**config.mk**
```make
export PLATFORM = sky130hd
export DESIGN_NAME = exc_commit
export DESIGN_NICKNAME = d
export VERILOG_FILES = /design/src/rtl/cpu_exc_pkg.sv /design/src/rtl/exc_prio_enc.sv /design/src/rtl/exc_commit.sv
export SDC_FILE = /design/constraint.sdc
export NUM_CORES = 1
export LEC_CHECK = 0
export ABC_AREA = 1
export BUFFER_PORTS_ARGS = -buffer_cell sky130_fd_sc_hd__buf_2
export CORE_MARGIN = 1.5
export CORE_UTILIZATION = 53
export CTS_CLUSTER_SIZE = 40
export DETAILED_ROUTE_END_ITERATION = 8
export GPL_TIMING_DRIVEN = 0
export PLACE_DENSITY_LB_ADDON = 0.05
export SETUP_SLACK_MARGIN = 0.2
export SLEW_MARGIN = 20
export SYNTH_ARGS = -nofsm -noshare
export SYNTH_HDL_FRONTEND = slang
export SYNTH_HIERARCHICAL = 1
export SYNTH_SLANG_ARGS = --single-unit
```
**constraint.sdc**
```tcl
create_clock -name clk -period 5.45 [get_ports clk]
set_clock_uncertainty 0.2 [all_clocks]
set_input_delay 0.545 -clock clk [delete_from_list [all_inputs] [get_ports clk]]
set_output_delay 0.545 -clock clk [all_outputs]
set_load 0.1 [all_outputs]
```
**src/rtl/cpu_exc_pkg.sv**
```systemverilog
// Shared exception definitions: flag bit positions, report bits,
// MIPS ExcCode values, default exception vector and commit FSM states.
package cpu_exc_pkg;

    localparam logic [31:0] EXC_VECTOR_DEF = 32'hBFC00380;

    // Raw flag positions in ms_exc = {adel_if, ri, ov, sys, bp, eret, adel_d, ades}
    localparam int RAW_ADEL_IF = 7;
    localparam int RAW_RI      = 6;
    localparam int RAW_OV      = 5;
    localparam int RAW_SYS     = 4;
    localparam int RAW_BP      = 3;
    localparam int RAW_ERET    = 2;
    localparam int RAW_ADEL_D  = 1;
    localparam int RAW_ADES    = 0;

    // One-hot report positions in exc_eret_type = {int, adel, ades, sys, bp, ri, ov, eret}
    localparam int T_INT  = 7;
    localparam int T_ADEL = 6;
    localparam int T_ADES = 5;
    localparam int T_SYS  = 4;
    localparam int T_BP   = 3;
    localparam int T_RI   = 2;
    localparam int T_OV   = 1;
    localparam int T_ERET = 0;

    // CP0 Cause.ExcCode values
    localparam logic [4:0] EXCCODE_INT  = 5'h00;
    localparam logic [4:0] EXCCODE_ADEL = 5'h04;
    localparam logic [4:0] EXCCODE_ADES = 5'h05;
    localparam logic [4:0] EXCCODE_SYS  = 5'h08;
    localparam logic [4:0] EXCCODE_BP   = 5'h09;
    localparam logic [4:0] EXCCODE_RI   = 5'h0a;
    localparam logic [4:0] EXCCODE_OV   = 5'h0c;

    typedef enum logic [1:0] {
        ST_IDLE     = 2'd0,
        ST_COMMIT   = 2'd1,
        ST_FLUSH    = 2'd2,
        ST_REDIRECT = 2'd3
    } state_t;

    // Maps a one-hot report vector to the ExcCode CP0 writes into Cause
    function automatic logic [4:0] exc_code(input logic [7:0] onehot);
        logic [4:0] code;
        code = EXCCODE_INT;
        if (onehot[T_ADEL]) code = EXCCODE_ADEL;
        if (onehot[T_ADES]) code = EXCCODE_ADES;
        if (onehot[T_SYS])  code = EXCCODE_SYS;
        if (onehot[T_BP])   code = EXCCODE_BP;
        if (onehot[T_RI])   code = EXCCODE_RI;
        if (onehot[T_OV])   code = EXCCODE_OV;
        return code;
    endfunction

endpackage

```
**src/rtl/exc_prio_enc.sv**
```systemverilog
// Priority encoder: raw MEM-stage exception flags to a one-hot report
// vector. Interrupts are layered on top by the caller; bit T_INT stays 0.
module exc_prio_enc
    import cpu_exc_pkg::*;
(
    input  logic [7:0] i_exc,
    output logic [7:0] o_onehot
);

    // Pick the single highest-priority flag; eret loses to everything
    always_comb begin
        // NOTE: output is defaulted before the chain so no branch leaves it unassigned (no latch).
        o_onehot = '0;
        if (i_exc[RAW_ADEL_IF])     o_onehot[T_ADEL] = 1'b1;
        else if (i_exc[RAW_RI])     o_onehot[T_RI]   = 1'b1;
        else if (i_exc[RAW_OV])     o_onehot[T_OV]   = 1'b1;
        else if (i_exc[RAW_SYS])    o_onehot[T_SYS]  = 1'b1;
        else if (i_exc[RAW_BP])     o_onehot[T_BP]   = 1'b1;
        else if (i_exc[RAW_ADEL_D]) o_onehot[T_ADEL] = 1'b1;
        else if (i_exc[RAW_ADES])   o_onehot[T_ADES] = 1'b1;
        else if (i_exc[RAW_ERET])   o_onehot[T_ERET] = 1'b1;
    end

endmodule

```
**src/rtl/exc_commit.sv**
```systemverilog
// Exception/eret commit unit: accepts one MEM-stage instruction, reports
// the winning exception to CP0, flushes younger stages, then redirects fetch.
module exc_commit
    import cpu_exc_pkg::*;
#(
    parameter logic [31:0] EXC_VECTOR = EXC_VECTOR_DEF,
    parameter int          MEM_STAGES = 1
) (
    input  logic        clk,
    input  logic        resetn,
    input  logic        ms_valid,
    output logic        ws_allowin,
    input  logic [31:0] ms_pc,
    input  logic        ms_is_slot,
    input  logic [7:0]  ms_exc,
    input  logic [31:0] ms_data_addr,
    input  logic        int_happen,
    input  logic [31:0] epc,
    output logic [7:0]  exc_eret_type,
    output logic [31:0] cp0_pc,
    output logic        cp0_is_slot,
    output logic [31:0] bad_vaddr,
    output logic        flush,
    output logic        redirect_valid,
    output logic [31:0] redirect_pc,
    input  logic        redirect_ack
);

    localparam logic [7:0] CNT_INIT = 8'(MEM_STAGES - 1);
    localparam logic [7:0] INT_MASK = 8'(1) << T_INT;

    state_t      r_state;
    state_t      w_state_nxt;
    logic [7:0]  w_prio;
    logic [7:0]  w_winner;
    logic        w_start;
    logic [7:0]  r_exc_type;
    logic [31:0] r_cp0_pc;
    logic        r_cp0_is_slot;
    logic [31:0] r_bad_vaddr;
    logic [31:0] r_redirect_pc;
    logic        r_is_eret;
    logic [7:0]  r_cnt;

    exc_prio_enc u_prio (
        .i_exc    (ms_exc),
        .o_onehot (w_prio)
    );

    // A pending interrupt overrides every instruction-raised flag
    assign w_winner = int_happen ? INT_MASK : w_prio;
    assign w_start  = ms_valid && (r_state == ST_IDLE) && (w_winner != 8'd0);

    assign exc_eret_type = r_exc_type;
    assign cp0_pc        = r_cp0_pc;
    assign cp0_is_slot   = r_cp0_is_slot;
    assign bad_vaddr     = r_bad_vaddr;
    assign redirect_pc   = r_redirect_pc;

    // State register
    always_ff @(posedge clk or negedge resetn) begin
        // NOTE: sequential state uses non-blocking assignments so all flops update from pre-edge values.
        if (!resetn) r_state <= ST_IDLE;
        else         r_state <= w_state_nxt;
    end

    // Next-state logic and state-decoded handshake outputs
    always_comb begin
        w_state_nxt    = r_state;
        ws_allowin     = 1'b0;
        flush          = 1'b0;
        redirect_valid = 1'b0;
        case (r_state)
            ST_IDLE: begin
                ws_allowin = 1'b1;
                if (w_start) w_state_nxt = ST_COMMIT;
            end
            ST_COMMIT: begin
                flush       = 1'b1;
                w_state_nxt = (MEM_STAGES > 1) ? ST_FLUSH : ST_REDIRECT;
            end
            ST_FLUSH: begin
                flush = 1'b1;
                if (r_cnt <= 8'd1) w_state_nxt = ST_REDIRECT;
            end
            ST_REDIRECT: begin
                redirect_valid = 1'b1;
                if (redirect_ack) w_state_nxt = ST_IDLE;
            end
            default: w_state_nxt = ST_IDLE;
        endcase
    end

    // Capture the committing instruction, pulse CP0, count flush, latch target
    always_ff @(posedge clk or negedge resetn) begin
        if (!resetn) begin
            r_exc_type    <= '0;
            r_cp0_pc      <= '0;
            r_cp0_is_slot <= 1'b0;
            r_bad_vaddr   <= '0;
            r_redirect_pc <= '0;
            r_is_eret     <= 1'b0;
            r_cnt         <= '0;
        end else begin
            r_exc_type <= w_start ? w_winner : 8'd0;
            if (w_start) begin
                r_cp0_pc      <= ms_pc;
                r_cp0_is_slot <= ms_is_slot;
                r_is_eret     <= w_winner[T_ERET];
                r_cnt         <= CNT_INIT;
                if (w_winner[T_ADEL])
                    r_bad_vaddr <= ms_exc[RAW_ADEL_IF] ? ms_pc : ms_data_addr;
                else if (w_winner[T_ADES])
                    r_bad_vaddr <= ms_data_addr;
            end else if (r_state == ST_FLUSH) begin
                r_cnt <= r_cnt - 8'd1;
            end
            // Target is fixed on entry so it stays stable until fetch acks
            if (r_state != ST_REDIRECT && w_state_nxt == ST_REDIRECT)
                r_redirect_pc <= r_is_eret ? epc : EXC_VECTOR;
            else if (r_state == ST_REDIRECT && w_state_nxt == ST_IDLE)
                r_redirect_pc <= '0;
        end
    end

endmodule

```
; Word-level counts from Yosys, hierarchy flattened
; Cells that the tools add are included.
[word_totals]
reg_bits = 116
in_bits = 110
output_inout_bits = 108
wordCells = 65
[classes]
n_addsub = 1
order_cmp = 1
eq_ne = 5
mux = 38
reduce_logical = 12
[op_table]
columns = cell, n
row1 = 32-bit two-way mux, 6
row2 = 8-bit two-way mux, 4
row3 = 1-bit two-way mux, 18
row4 = 2-bit two-way mux, 6
row5 = "8-bit by 1-bit less-or-equal comparator with 1-bit output, second input constant", 1
row6 = 4-bit two-way mux, 2
row7 = 2-bit case mux with 4 select lines, 1
row8 = 8-bit nonzero test, 1
row9 = "8-bit by 1-bit subtractor with 8-bit output, second input constant", 1
row10 = "2-bit equality test, second input constant", 3
row11 = 6-bit two-way mux, 1
row12 = 2-bit nonzero test, 3
row13 = 1-bit logical AND, 4
row14 = 2-bit zero test, 2
row15 = "2-bit by 1-bit equality test with 1-bit output, second input constant", 1
row16 = "2-bit inequality test, second input constant", 1
row17 = 2-bit AND reduction, 1
row18 = 2-bit OR reduction, 1

; Longest topological paths before layout
[depth]
depth_word = 17
mapped_depth = 16
depth_no_buf = 15

; Hierarchy
; Netlist, hierarchy kept.
[by_module_without_submodules]
columns = module, n_inst, cells_each, area_each_um2, seq_area_each_um2
row1 = exc_commit, 1, 625, 5427.7, 2902.8
row2 = exc_prio_enc, 1, 27, 116.4, 0.0

; Worst setup path after synthesis
; OpenSTA, ideal clock, no wires.
[synth_path]
path_kind = flip-flop to flip-flop
startpoint = reg r_state[0]
endpoint = reg r_redirect_pc[12], in the netlist redirect_pc[12]
setup_time_ps = 68
t_arrival_ps = 2336
required_time_ps = 5182
path_slack_ps = 2845
path_stages_with_launch = 9
path_buffers = 1
synth_period_minus_slack_ps = 2605
cell_sequence = dfrtp_1 ha_1 inv_2 o211ai_1 nand2_1 nand3_4 buf_1 nand4_1 nand2_1
[synth_between]
elab_chain_cells = 8
elab_cells_between_ends = 17
cone_classes = eq/ne (5) / mux (5) / reduce/logical (7)
[synth_rtl]
columns = item, line_no
row1 = from (decl), exc_commit.sv:32  ; state_t r_state;
row2 = from (signal assigned), exc_commit.sv:64  ; else r_state <= w_state_nxt;
row3 = 2-bit zero test, "exc_commit.sv:52, exc_commit.sv:73"
row4 = 1-bit logical AND (2 in series), exc_commit.sv:52  ; assign w_start = ms_valid && (r_state == ST_IDLE) && (w_winner != 8'd0);
row5 = 2-bit two-way mux, exc_commit.sv:76  ; if (w_start) w_state_nxt = ST_COMMIT;
row6 = 2-bit case mux with 4 select lines, exc_commit.sv:73  ; case (r_state)
row7 = 2-bit equality test or 2-bit zero test (tied branches), "exc_commit.sv:119, exc_commit.sv:121"
row8 = "1-bit logical AND, on equally long branches", "exc_commit.sv:119, exc_commit.sv:121"
row9 = 32-bit two-way mux or 2-bit nonzero test (tied branches), -
row10 = to (signal assigned), exc_commit.sv:120  ; r_redirect_pc <= r_is_eret ? epc : EXC_VECTOR;
row11 = to (decl), exc_commit.sv:41  ; logic [31:0] r_redirect_pc;
; Parallel ways exist; a longest one is shown, timed or not.
; A chain may end at the register's enable or synchronous reset.

; Worst setup path in the final report
[layout_path]
startpoint = reg r_state[1]
endpoint = out ws_allowin
[layout_between]
elab_chain_cells = 2
[layout_rtl]
columns = item, line_no
row1 = 2-bit zero test, exc_commit.sv:73
row2 = 1-bit two-way mux, exc_commit.sv:73
row3 = to (decl), exc_commit.sv:12  ; output logic ws_allowin,
; Every way passes these cells.

==> flow_metrics.tcl <==
set metrics [dict create \
    fin_crit_ns 2.51 \
    yosys.area_share.simple_pct 27.5 \
    yosysMostFrequentCell "nand2_1" \
    avgSynthCellArea_um2 8.50 \
    synth_compound_area_share_pct 8.69 \
    clk_latency_ns 0.51 \
    synthTopCellsByArea "dfrtp_1 (52%), nand2_1 (13%), o21ai_0 (5.1%)" \
    synth-xor-area-share_pct 0.158 \
    first_global_vias 5243 \
    yosys_warnings 6 \
    ys_ff_latch 116 \
    grt_pass1_wl_um 24400 \
    clkTransAtPathRegs_ns 0.06 \
    clock_sink_count 116 \
    rsz0062_at_grt "false" \
    design_area_um2 7440 \
    grtUsageTotal_pct 28.2 \
    synth_common_cells "nand2_1 (186), dfrtp_1 (116), inv_1 (69)" \
    critPathBufInv 2 \
    dr.pass1.iters 4 \
    start_util_pct 54.2 \
    crit_required_ns 4.70 \
    cts_max_path_buffers 2 \
    num-fill-cells 835 \
    async_flop_share_pct 100 \
    fp-row-count 37 \
    io_buffers 217 \
    die_w_um 105 \
    multi_input_area_um2 2150 \
    wl_per_cell_um 14.5 \
    cp_max_fo 4 \
    via_per_inst 5.08 \
    grt_max_degree 63 \
    hp-class "in -> reg" \
    cts_tree "built" \
    ys_seq_area_share_pct 52.4 \
    ant_nets 0 \
    synth_ff_type "dfrtp_1" \
    worstMarginPinSlew_ns 0.531 \
    synthCells 652 \
    placed_area_um2 6830 \
    timing.setup.tns_ns 0 \
    area_growth_pct 34.3 \
    start_kind "register" \
    synth_edf_count 0 \
    yosys.area.top_type "dfrtp_1" \
    postCtsResizedCells 0 \
    cts_max_level 4 \
    synthAdderAreaFrac_pct 1.35 \
    yosysTopAreaCellShare_pct 52.4 \
    die_area_um2 11100 \
    diodes 0 \
    cp_cell_sequence "inv_1 -> ha_1 -> buf_2" \
    arrival_ns 1.76 \
    nNetsFinal 1006 \
    worstSetupEndpointType "output port" \
    cpMaxStageDelayCell "buf_2" \
    die_height_um 105 \
    ios 218 \
    wl_um 15100 \
    ys_types 32 \
    syn-num-nets 768 \
    grt.overflow.total 0 \
    setup.worst_path.class "reg -> out" \
    maxSlewHeadroom_pct 64.6 \
    setup_viol 0 \
    max_stage_delay_ns 0.46 \
    via_count 5283 \
    drv_slew 0 \
    outcome "complete, no violations" \
    hpwl_um 11100 \
    numCtsBuffers 17 \
    gp_congestion 0.882 \
    regArea_um2 2900 \
    fmax_mhz 399 \
    synth_top_family_by_area "simple AND/OR/NAND/NOR gates" \
    root_buffer "clkbuf_8" \
    timing.final.crit_share_pct 46.0 \
    cpLargestDelayFamily "buffers and inverters" \
    drive_above_1_share_pct 34.7 \
    synthMuxAreaShare_pct 1.08 \
    cap_violations 0 \
    drcViolationCount 0 \
    hold_viol 0 \
    drt_iter0_drc 319 \
    synthesis.area_um2 5540 \
    antenna_found_initial 1 \
    core-area_um2 10200 \
]
metal layers:
metal	global-route usage [%]	share of wire, %	vias to the layer above	wire length, um
met5	0	0.080	-	12
met4	13.1	2.7	2	409
met3	8.53	6.6	35	998
met2	48.1	50	178	7580
met1	32.5	40	2495	6050
li1	-	-	2573	-
through the flow:
step	cells	hold WS (ns)	worst slack, ns	utilization, %
2_1_floorplan	652	0.0494	2.85	-
3_3_place_gp	1005	0.255	2.25	66.5
3_5_place_dp	1006	0.259	2.94	66.8
4_1_cts	1039	0.0250	2.92	72.8
5_1_grt	1039	0.0394	2.86	72.8
6_report	1039	0.0429	2.94	72.8
path summary, 6_finish.rpt:
kind                             start          endpoint  slack (ns)  cells after the start
min in group asynchronous       resetn  exc_eret_type[3]        0.36                      2
hold / removal               ms_pc[27]        cp0_pc[27]        0.04                      3
hold reg to reg            cp0_is_slot       cp0_is_slot        0.27                      2
max in group asynchronous       resetn     bad_vaddr[29]        4.00                      3
setup / recovery            r_state[1]        ws_allowin        2.94                      3
setup reg to reg            r_state[0]   redirect_pc[21]        3.24                     11
registers in the layout, indices dropped and copies added, names as in the netlist:
| register | count |
|---|---|
| r_is_eret | 1 |
| r_state | 2 |
| exc_eret_type | 8 |
| cp0_is_slot | 1 |
| cp0_pc | 32 |
| bad_vaddr | 32 |
| redirect_pc | 32 |
| r_cnt | 8 |
cell usage in the layout (no fill, tap or decap), types with 3 or more instances in the layout:
master and instances:
buf_2 228, nand2_1 186, dfrtp_1 116, inv_1 69
o21ai_0 56, nand4_1 34, o21ai_1 32, nor2_1 27
nand3_1 25, clkbuf_1 16, clkbuf_16 16, or2_2 14
nand3_2 12, buf_6 7, mux2i_1 6, ha_1 6
nor3_1 5, clkinvlp_4 5, nand2_4 4, buf_4 4
a21oi_1 4, inv_2 3, clkbuf_8 3, bufinv_16 3
repair_timing:
item                      in CTS  in global routing
hold buffers                   1                  0
buffers inserted               0                  0
hold endpoints to repair      54                  0
layout make-up:
class | count | area share (%)
inverter | 72 | 3.63
clock inverter | 12 | 2.08
tap | 136 | 2.29
buffer | 38 | 2.92
timing repair buffer | 219 | 15.2
clock buffer | 20 | 5.98
multi-input combinational | 426 | 28.9
sequential | 116 | 39.0
tightest hold or removal path, stage by stage:
cell     delay (ns)
buf_2          0.09
nand2_1        0.05
nand2_1        0.04
cells by family (layout without fill, tap and decap cells):
group / after synthesis / count (layout)
compound gates: 95 / 95
xor+xnor: 1 / 1
fa+ha+maj: 6 / 6
buf+inv: 110 / 361
flops: 116 / 116
mux: 6 / 6
other cells: 1 / 1
simple gates: 317 / 317
Power is left out: the tool's default activity adds up to more than one toggle a clock period on the data nets, which glitch-free logic cannot reach.
